## config.mk

```make
export PLATFORM = sky130hd
export DESIGN_NAME = floo_wormhole_arbiter
export DESIGN_NICKNAME = d
export VERILOG_FILES = /design/src/rtl/floo_pkg.sv /design/src/rtl/floo_rr_pick.sv /design/src/rtl/floo_wormhole_arbiter.sv
export SDC_FILE = /design/constraint.sdc
export NUM_CORES = 1
export LEC_CHECK = 0
export CAP_MARGIN = 20
export CORE_AREA = 2 2 158 160
export DETAILED_ROUTE_END_ITERATION = 7
export DIE_AREA = 0 0 160 162
export GPL_ROUTABILITY_DRIVEN = 0
export GPL_TIMING_DRIVEN = 0
export PLACE_DENSITY = 0.59
export SETUP_SLACK_MARGIN = 0.02
export SLEW_MARGIN = 40
export SYNTH_ARGS = -nofsm -noshare
export SYNTH_HDL_FRONTEND = slang
export SYNTH_SLANG_ARGS = --single-unit
```

## constraint.sdc

```tcl
create_clock -name clk_i -period 8.81 [get_ports clk_i]
set_input_delay 1.762 -clock clk_i [delete_from_list [all_inputs] [get_ports clk_i]]
set_output_delay 1.762 -clock clk_i [all_outputs]
set_load 0.01 [all_outputs]
```

## src/rtl/floo_pkg.sv

```systemverilog
// Shared types for the FlooNoC router slice: the output-arbiter state encoding
// and a helper function that computes index widths.
package floo_pkg;

   typedef enum logic {
      ARB_IDLE   = 1'b0,
      ARB_LOCKED = 1'b1
   } arb_state_e;

   // An index must be at least one bit wide, even when there is only one port.
   function automatic int idx_width(input int n);
      return (n > 1) ? $clog2(n) : 1;
   endfunction

endpackage

```

## src/rtl/floo_rr_pick.sv

```systemverilog
// Rotate-priority picker: returns the first requester at or after rr_ptr
// (mod NumReq), or rr_ptr itself when nobody is requesting.
module floo_rr_pick
   import floo_pkg::*;
#(
   parameter int NumReq   = 5,
   parameter int IdxWidth = idx_width(NumReq)
) (
   input  logic [NumReq-1:0]   req,
   input  logic [IdxWidth-1:0] rr_ptr,
   output logic [IdxWidth-1:0] idx,
   output logic                any
);

   int cand;

   always_comb begin
      idx  = rr_ptr;
      cand = 0;
      // Scan from the farthest offset down, so the nearest requester wins.
      for (int k = NumReq - 1; k >= 0; k--) begin
         cand = int'(rr_ptr) + k;
         if (cand >= NumReq) begin
            cand = cand - NumReq;
         end
         if (req[cand]) begin
            idx = IdxWidth'(cand);
         end
      end
   end

   assign any = |req;

endmodule

```

## src/rtl/floo_wormhole_arbiter.sv

```systemverilog
// Round-robin output-port arbiter that holds its grant for a whole packet, so
// flits of different packets are never interleaved on the shared link.
module floo_wormhole_arbiter
   import floo_pkg::*;
#(
   parameter  int NumInputs = 5,
   parameter  int DataWidth = 64,
   localparam int IdxWidth  = idx_width(NumInputs)
) (
   input  logic                                clk_i,
   input  logic                                rst_i,
   input  logic [NumInputs-1:0]                valid_i,
   output logic [NumInputs-1:0]                ready_o,
   input  logic [NumInputs-1:0][DataWidth-1:0] data_i,
   input  logic [NumInputs-1:0]                last_i,
   output logic                                valid_o,
   input  logic                                ready_i,
   output logic [DataWidth-1:0]                data_o,
   output logic                                last_o,
   output logic [IdxWidth-1:0]                 gnt_idx_o,
   output logic                                locked_o
);

   arb_state_e          state_reg, state_next;
   logic [IdxWidth-1:0] lock_idx_reg, lock_idx_next;
   logic [IdxWidth-1:0] rr_ptr_reg, rr_ptr_next;
   logic [IdxWidth-1:0] pick_idx;
   logic                pick_any;
   logic [IdxWidth-1:0] serve_idx;
   logic                hs;

   function automatic logic [IdxWidth-1:0] wrap_inc(input logic [IdxWidth-1:0] v);
      if (v == IdxWidth'(NumInputs - 1)) begin
         return '0;
      end
      return v + IdxWidth'(1);
   endfunction

   floo_rr_pick #(
      .NumReq   (NumInputs),
      .IdxWidth (IdxWidth)
   ) u_pick (
      .req    (valid_i),
      .rr_ptr (rr_ptr_reg),
      .idx    (pick_idx),
      .any    (pick_any)
   );

   // While locked the picker result is ignored, so a stalled or bubbling
   // packet keeps the link even if other inputs are requesting.
   assign serve_idx = (state_reg == ARB_LOCKED) ? lock_idx_reg : pick_idx;
   assign gnt_idx_o = serve_idx;
   assign valid_o   = valid_i[serve_idx];
   assign data_o    = data_i[serve_idx];
   assign last_o    = last_i[serve_idx];
   assign locked_o  = (state_reg == ARB_LOCKED);
   assign hs        = valid_o && ready_i;

   for (genvar gi = 0; gi < NumInputs; gi++) begin : g_ready
      assign ready_o[gi] = ready_i && (serve_idx == IdxWidth'(gi)) &&
                           ((state_reg == ARB_LOCKED) || valid_i[gi]);
   end

   always_comb begin
      state_next    = state_reg;
      lock_idx_next = lock_idx_reg;
      rr_ptr_next   = rr_ptr_reg;
      case (state_reg)
         ARB_IDLE: begin
            if (pick_any) begin
               if (hs && last_o) begin
                  rr_ptr_next = wrap_inc(pick_idx);
               end else begin
                  // Lock even on a stalled first flit so the source cannot switch.
                  state_next    = ARB_LOCKED;
                  lock_idx_next = pick_idx;
               end
            end
         end
         ARB_LOCKED: begin
            if (hs && last_o) begin
               state_next  = ARB_IDLE;
               rr_ptr_next = wrap_inc(lock_idx_reg);
            end
         end
         default: begin
            state_next = ARB_IDLE;
         end
      endcase
   end

   always_ff @(posedge clk_i) begin
      if (rst_i) begin
         state_reg    <= ARB_IDLE;
         lock_idx_reg <= '0;
         rr_ptr_reg   <= '0;
      end else begin
         state_reg    <= state_next;
         lock_idx_reg <= lock_idx_next;
         rr_ptr_reg   <= rr_ptr_next;
      end
   end

endmodule
```

Yosys cells after proc, flatten, opt, wreduce, memory -nomap -nowiden
Cells that the tools add are included.
Widths: inputs -> output; s select.
{"block": "totals", "ff_bits": 7}
{"block": "op_classes", "addsub": 11, "magnitude_cmp": 11, "eq_ne": 9, "muxes": 50, "n_bitwise": 2, "n_reduce_logical": 21}
{"cell": "$bmux 64 s3", "count": 1}
{"cell": "$lt 32x5->1 const B", "count": 5}
{"cell": "$mux 32", "count": 5}
{"cell": "$ge 32x4->1 const B", "count": 4}
{"cell": "$sub 32x4->32 const B", "count": 4}
{"cell": "$mux 64", "count": 1}
{"cell": "$mux 3", "count": 13}
{"cell": "$bmux 1 s3", "count": 7}
{"cell": "$mux 1", "count": 21}
{"cell": "$logic_and 1x1->1", "count": 12}
{"cell": "$eq 3x3->1 const B", "count": 3}
{"cell": "$add 3x2->4 const B", "count": 2}
{"cell": "$add 3x1->3 const B", "count": 2}
{"cell": "$eq 3x2->1 const B", "count": 2}
{"cell": "$pmux 3 s2", "count": 1}
{"cell": "$reduce_and 3->1", "count": 2}
{"cell": "$logic_or 1x1->1", "count": 5}
{"cell": "$reduce_or 5->1", "count": 1}
{"cell": "$add 3x1->4 const B", "count": 1}
{"cell": "$add 3x3->4 const B", "count": 1}
{"cell": "$lt 3x4->1 const B", "count": 1}
{"cell": "$ne 2x2->1 const B", "count": 2}
{"cell": "$sub 3x3->4 const B", "count": 1}
{"cell": "$eq 3x1->1 const B", "count": 1}
{"cell": "other kinds (5)", "count": 6}

Logic depth before layout (Yosys ltp)
{"block": "depth", "ltp_word": 23, "depth_mapped": 20, "ltp_nobuf": 17}

Hierarchy
From an unflattened synthesis, not the netlist that was laid out.
{"block": "unflattened", "hier_cells": 426, "area_unflattened_um2": 4154.0}
{"module": "floo_wormhole_arbiter", "n_inst": 1, "cells_each": 275, "area_each_um2": 3016.6, "seq_area_each_um2": 140.1}
{"module": "floo_rr_pick", "n_inst": 1, "cells_each": 151, "area_each_um2": 1137.3, "seq_area_each_um2": 0.0}

Least setup slack after synthesis
Ideal clock, no wire load.
{"block": "synth_timing", "path_type": "in2out", "start": "input port valid_i[0]", "end": "output port data_o[23]", "arrival_time_ns": 4.300, "required_ns": 7.048, "path_slack_ns": 2.748, "stages": 14, "path_cell_list": "clkbuf_1 -> nand2b_1 -> a32o_1 -> o22ai_1 -> a31oi_1 -> o2111ai_1 -> nand2_1 -> a21boi_1 -> buf_2 -> buf_2 -> buf_2 -> mux2i_1 -> nand2_1 -> a32o_1"}
{"block": "synth_between", "elab_chain_len": 11, "word_cells_on_any_way": 23, "cone_classes": "mux (23)"}
{"item": "start: declaration", "line_no": "floo_wormhole_arbiter.sv:12", "rtl": "input logic [NumInputs-1:0] valid_i,"}
{"item": "$bmux 1 s3", "line_no": "floo_rr_pick.sv:26", "rtl": "if (req[cand]) begin"}
{"item": "$mux 1 (implied by the code) (2 in series)", "line_no": "floo_rr_pick.sv:26"}
{"item": "$mux 3 (4 in series)", "line_no": "floo_rr_pick.sv:26"}
{"item": "$mux 3 *", "line_no": "floo_rr_pick.sv:26"}
{"item": "$mux 3 *", "line_no": "floo_wormhole_arbiter.sv:51", "rtl": "assign serve_idx = (state_reg == ARB_LOCKED) ? lock_idx_reg : pick_idx;"}
{"item": "$bmux 64 s3 *", "line_no": "floo_wormhole_arbiter.sv:54", "rtl": "assign data_o = data_i[serve_idx];"}
{"item": "$mux 64 (implied by the code) *", "line_no": "floo_wormhole_arbiter.sv:54"}
{"item": "end: declaration", "line_no": "floo_wormhole_arbiter.sv:18", "rtl": "output logic [DataWidth-1:0] data_o,"}
Mark *: on every way between the ends. The rest lies on a longest branch, timed or not. The select of a mux whose other input is x is not followed.

Worst setup path in the final report
{"block": "layout_timing", "start": "input port valid_i[0]", "end": "output port data_o[61]"}
Same word-level chain as after synthesis.

==> metrics.txt <==
Slew @ Worst Pin 0.770 ns; core region area 24,100 um^2; number of synthesized flops with an enable pin 0; Hold Path Stages 2; io pins 408; wire length per cell 24.4 um; Worst Hold Path EP lock_idx_reg[2]; GRT Util Overall 0.242; Synth cell types 76; Design Area, Final 9190 um^2; critical path endpoint category output port; Final ANT Viol Nets 0; Ys Warns 0; crit-path cells clkdlybuf4s50_1 > clkbuf_1 > nand2b_1 > a32o_1 > o22ai_1 > a31oi_1 > o2111ai_1 > nand2_1 > a21boi_1 > buf_2 > inv_2 > nor3_2 > buf_2 > buf_2 > a32o_1 > clkdlybuf4s50_1; Setup TNS 0 ns; Worst Setup Start Kind primary input; WP buf/inv 7; detailed-route via count 6,792; hold violation count in the final report 0; vias in the first global route 6,759; initial antenna violation count 2; post-layout net count 1,390; CP most frequent cell buf_2; HP Start lock_idx_reg[2]; outcome finished, final reports clean; RSZ-0062 raised after global routing no; clock transition at the registers of the reported paths 0.04 ns; Seq/Total Area, Yosys 0.0303; GR Overflow Total 0; Clk Latency, worst-skew pair 0.23 ns; Peak supply drop 0.252 mV; Synth Area per Inst 7.31 um^2; CP peak stage delay 0.70 ns; Min-Delay Path Class reg2reg; R2R Setup Slk 3.81 ns; CP arrival 6.57 ns; Rows 57; largest net degree at the start of global routing 12; Worst Reg-to-Reg Cells 15; die footprint 25,900 um^2; Tcrit/Tclk final 0.945; Slew HR 0.487; DPL Wire Length 27.9 mm; worst-path maximum fanout 10; Data required, critical path 7.05 ns; input/output buffers 407; #FFs+latches synth 7; Peak Freq 0.120 GHz; Period minus WS final 8.33 ns; DRC 0; Netlist Area Pre-Place 4620 um^2; 1st-pass router iterations 5; CTS root buf clkbuf_16; CTS tree yes; post-synthesis cell count 632; vias per cell 4.96; area delta synth->final 98.8%; global-route wire length before repair 46.5 mm; count of final setup violators 0; asr flop ratio synth 0; CP delay by family, top buffers and inverters; utilization after layout 0.381; Final Skew 0.000782 ns; Num CTS Buffers 3; H-tree Lvls 1; maximum capacitance violations 0; Slew Limit Fails 0; post-cts sizing count 0; Die Width 160 um; Initial Utilization 0.192; PwrDens 562 nW/um^2; post-placement cell area 9100 um^2; CTS Hold Bufs 0; Die Y 162 um; crit path kind in2out; # clock sinks 7; layout cell share with drive strength beyond 1 0.0575; Routed WL 33.4 mm; Max clock buf depth 2; DRT iter0 DRCs 415; post-CTS setup buffers 0; Post-synth top flop dfxtp_1; Post-Syn Nets 978; Critical-path top delay cell clkdlybuf4s50_1; r2r endpoint rr_ptr_reg[0]; final hold slack 0.554 ns; Reg2Reg Launch Point rr_ptr_reg[2]; Lkg Pwr 3.97 nW
metal layers:
layer / vias to the layer above / wire [um] / GRT usage
met3: 13 / 4580 / 0.124
met2: 350 / 14500 / 0.377
met1: 3207 / 13900 / 0.307
met5: - / 0 / 0
li1: 3222 / - / -
met4: 0 / 299 / 0.0278
worst max path at each step:
stage	startpoint	endpoint	depth (start not counted)
floorplan	valid_i[0]	data_o[23]	14
global placement	valid_i[1]	data_o[61]	16
detailed placement	valid_i[1]	data_o[61]	16
CTS	valid_i[1]	data_o[61]	16
global route	valid_i[0]	data_o[38]	16
finish	valid_i[0]	data_o[61]	16
metrics by stage:
step | power (mW) | worst slack, ns | instances
2_1_floorplan | 2.76 | 2.75 | 632
3_3_place_gp | 5.10 | 0.429 | 1363
3_5_place_dp | 5.07 | 0.483 | 1363
4_1_cts | 5.19 | 0.475 | 1367
5_1_grt | 5.55 | 0.193 | 1369
6_report | 5.17 | 0.483 | 1369
layout make-up:
class,instances,area [um^2]
Timing Repair Buffer,407,4070
Tap cell,324,405
Fill cell,2592,14900
Buffer,59,282
Inverter,15,56.3
Sequential cell,7,140
Multi-Input combinational cell,551,4150
Antenna cell,2,5.00
Clock buffer,4,78.8
cells by family (layout without fill, tap and decap cells):
logic type	count (synthesis)	in the layout	share of synthesized area
XOR/XNOR	6	6	0.0146
other	0	2	0
adder cells (fa/ha/maj)	13	13	0.0368
buffers and inverters	74	485	0.0726
AO/OA/AOI/OAI	161	161	0.307
multiplexers	145	145	0.320
AND/OR/NAND/NOR	226	226	0.219
flip-flops	7	7	0.0303
worst reg2reg max path, cell delays in order (launching register included):
cell       delay, ns
dfxtp_1         0.61
clkbuf_1        0.52
inv_1           0.17
ha_1            0.38
a21oi_2         0.15
a211o_1         0.35
a2111oi_4       0.55
a31oi_1         0.14
o221a_2         0.22
o21ai_1         0.20
a21o_1          0.18
inv_2           0.12
nor3_2          0.45
a32oi_1         0.27
a2111oi_0       0.46
a211oi_1        0.10
Yosys cell counts, types with 2 or more instances:
library cell	n	area share
buf_2	25	0.027
clkbuf_1	27	0.022
a21oi_1	14	0.015
a32oi_1	4	0.0076
a21o_1	3	0.0049
nor4_1	3	0.0041
a2111oi_4	2	0.012
a31oi_1	5	0.0068
inv_2	5	0.0041
o41a_1	2	0.0049
a211oi_4	2	0.0087
nand3_1	6	0.0065
nor2_1	17	0.014
a22o_1	3	0.0057
xor2_1	2	0.0038
o22ai_1	5	0.0068
a32o_1	66	0.14
and3_1	2	0.0027
inv_1	10	0.0081
nand3b_1	3	0.0049
nor3_1	6	0.0065
mux2i_1	142	0.31
buf_1	3	0.0024
o21ai_1	6	0.0065
ha_1	12	0.032
o211a_1	3	0.0065
o21ai_0	12	0.013
a221oi_1	3	0.0057
a211oi_1	6	0.0097
xnor2_1	2	0.0038
o32ai_1	2	0.0038
and3b_1	2	0.0038
dfxtp_1	7	0.030
a2111oi_0	2	0.0038
nand2_1	153	0.12
o2111ai_1	2	0.0038
mux4_2	2	0.0097
o21a_1	2	0.0032
nor2b_1	9	0.012
and2_1	2	0.0027
nand2b_1	10	0.014
xor2_2	2	0.0070
buf_6	3	0.0073
power by group:
group	internal [mW]	switching (mW)	total (mW)
sequential	0.0442	0.0291	0.0734
clock	0.0602	0.0164	0.0765
combinational	2.27	2.75	5.02
cells in the final DEF (no fill, tap or decap), drive strengths merged, types with 4 or more instances in the layout:
cell type,instances
nor2,18
a2111oi,4
nand3,6
nor4,4
a31oi,5
clkbuf,31
o22ai,5
xor2,4
a21oi,15
ha,12
clkdlybuf4s50,407
nand2b,11
a32o,66
a32oi,4
nor2b,9
dfxtp,7
buf,32
o21ai,18
mux2i,142
nor3,7
inv,15
a211oi,9
nand2,154
No activity file was read; power rests on OpenSTA's default activity.
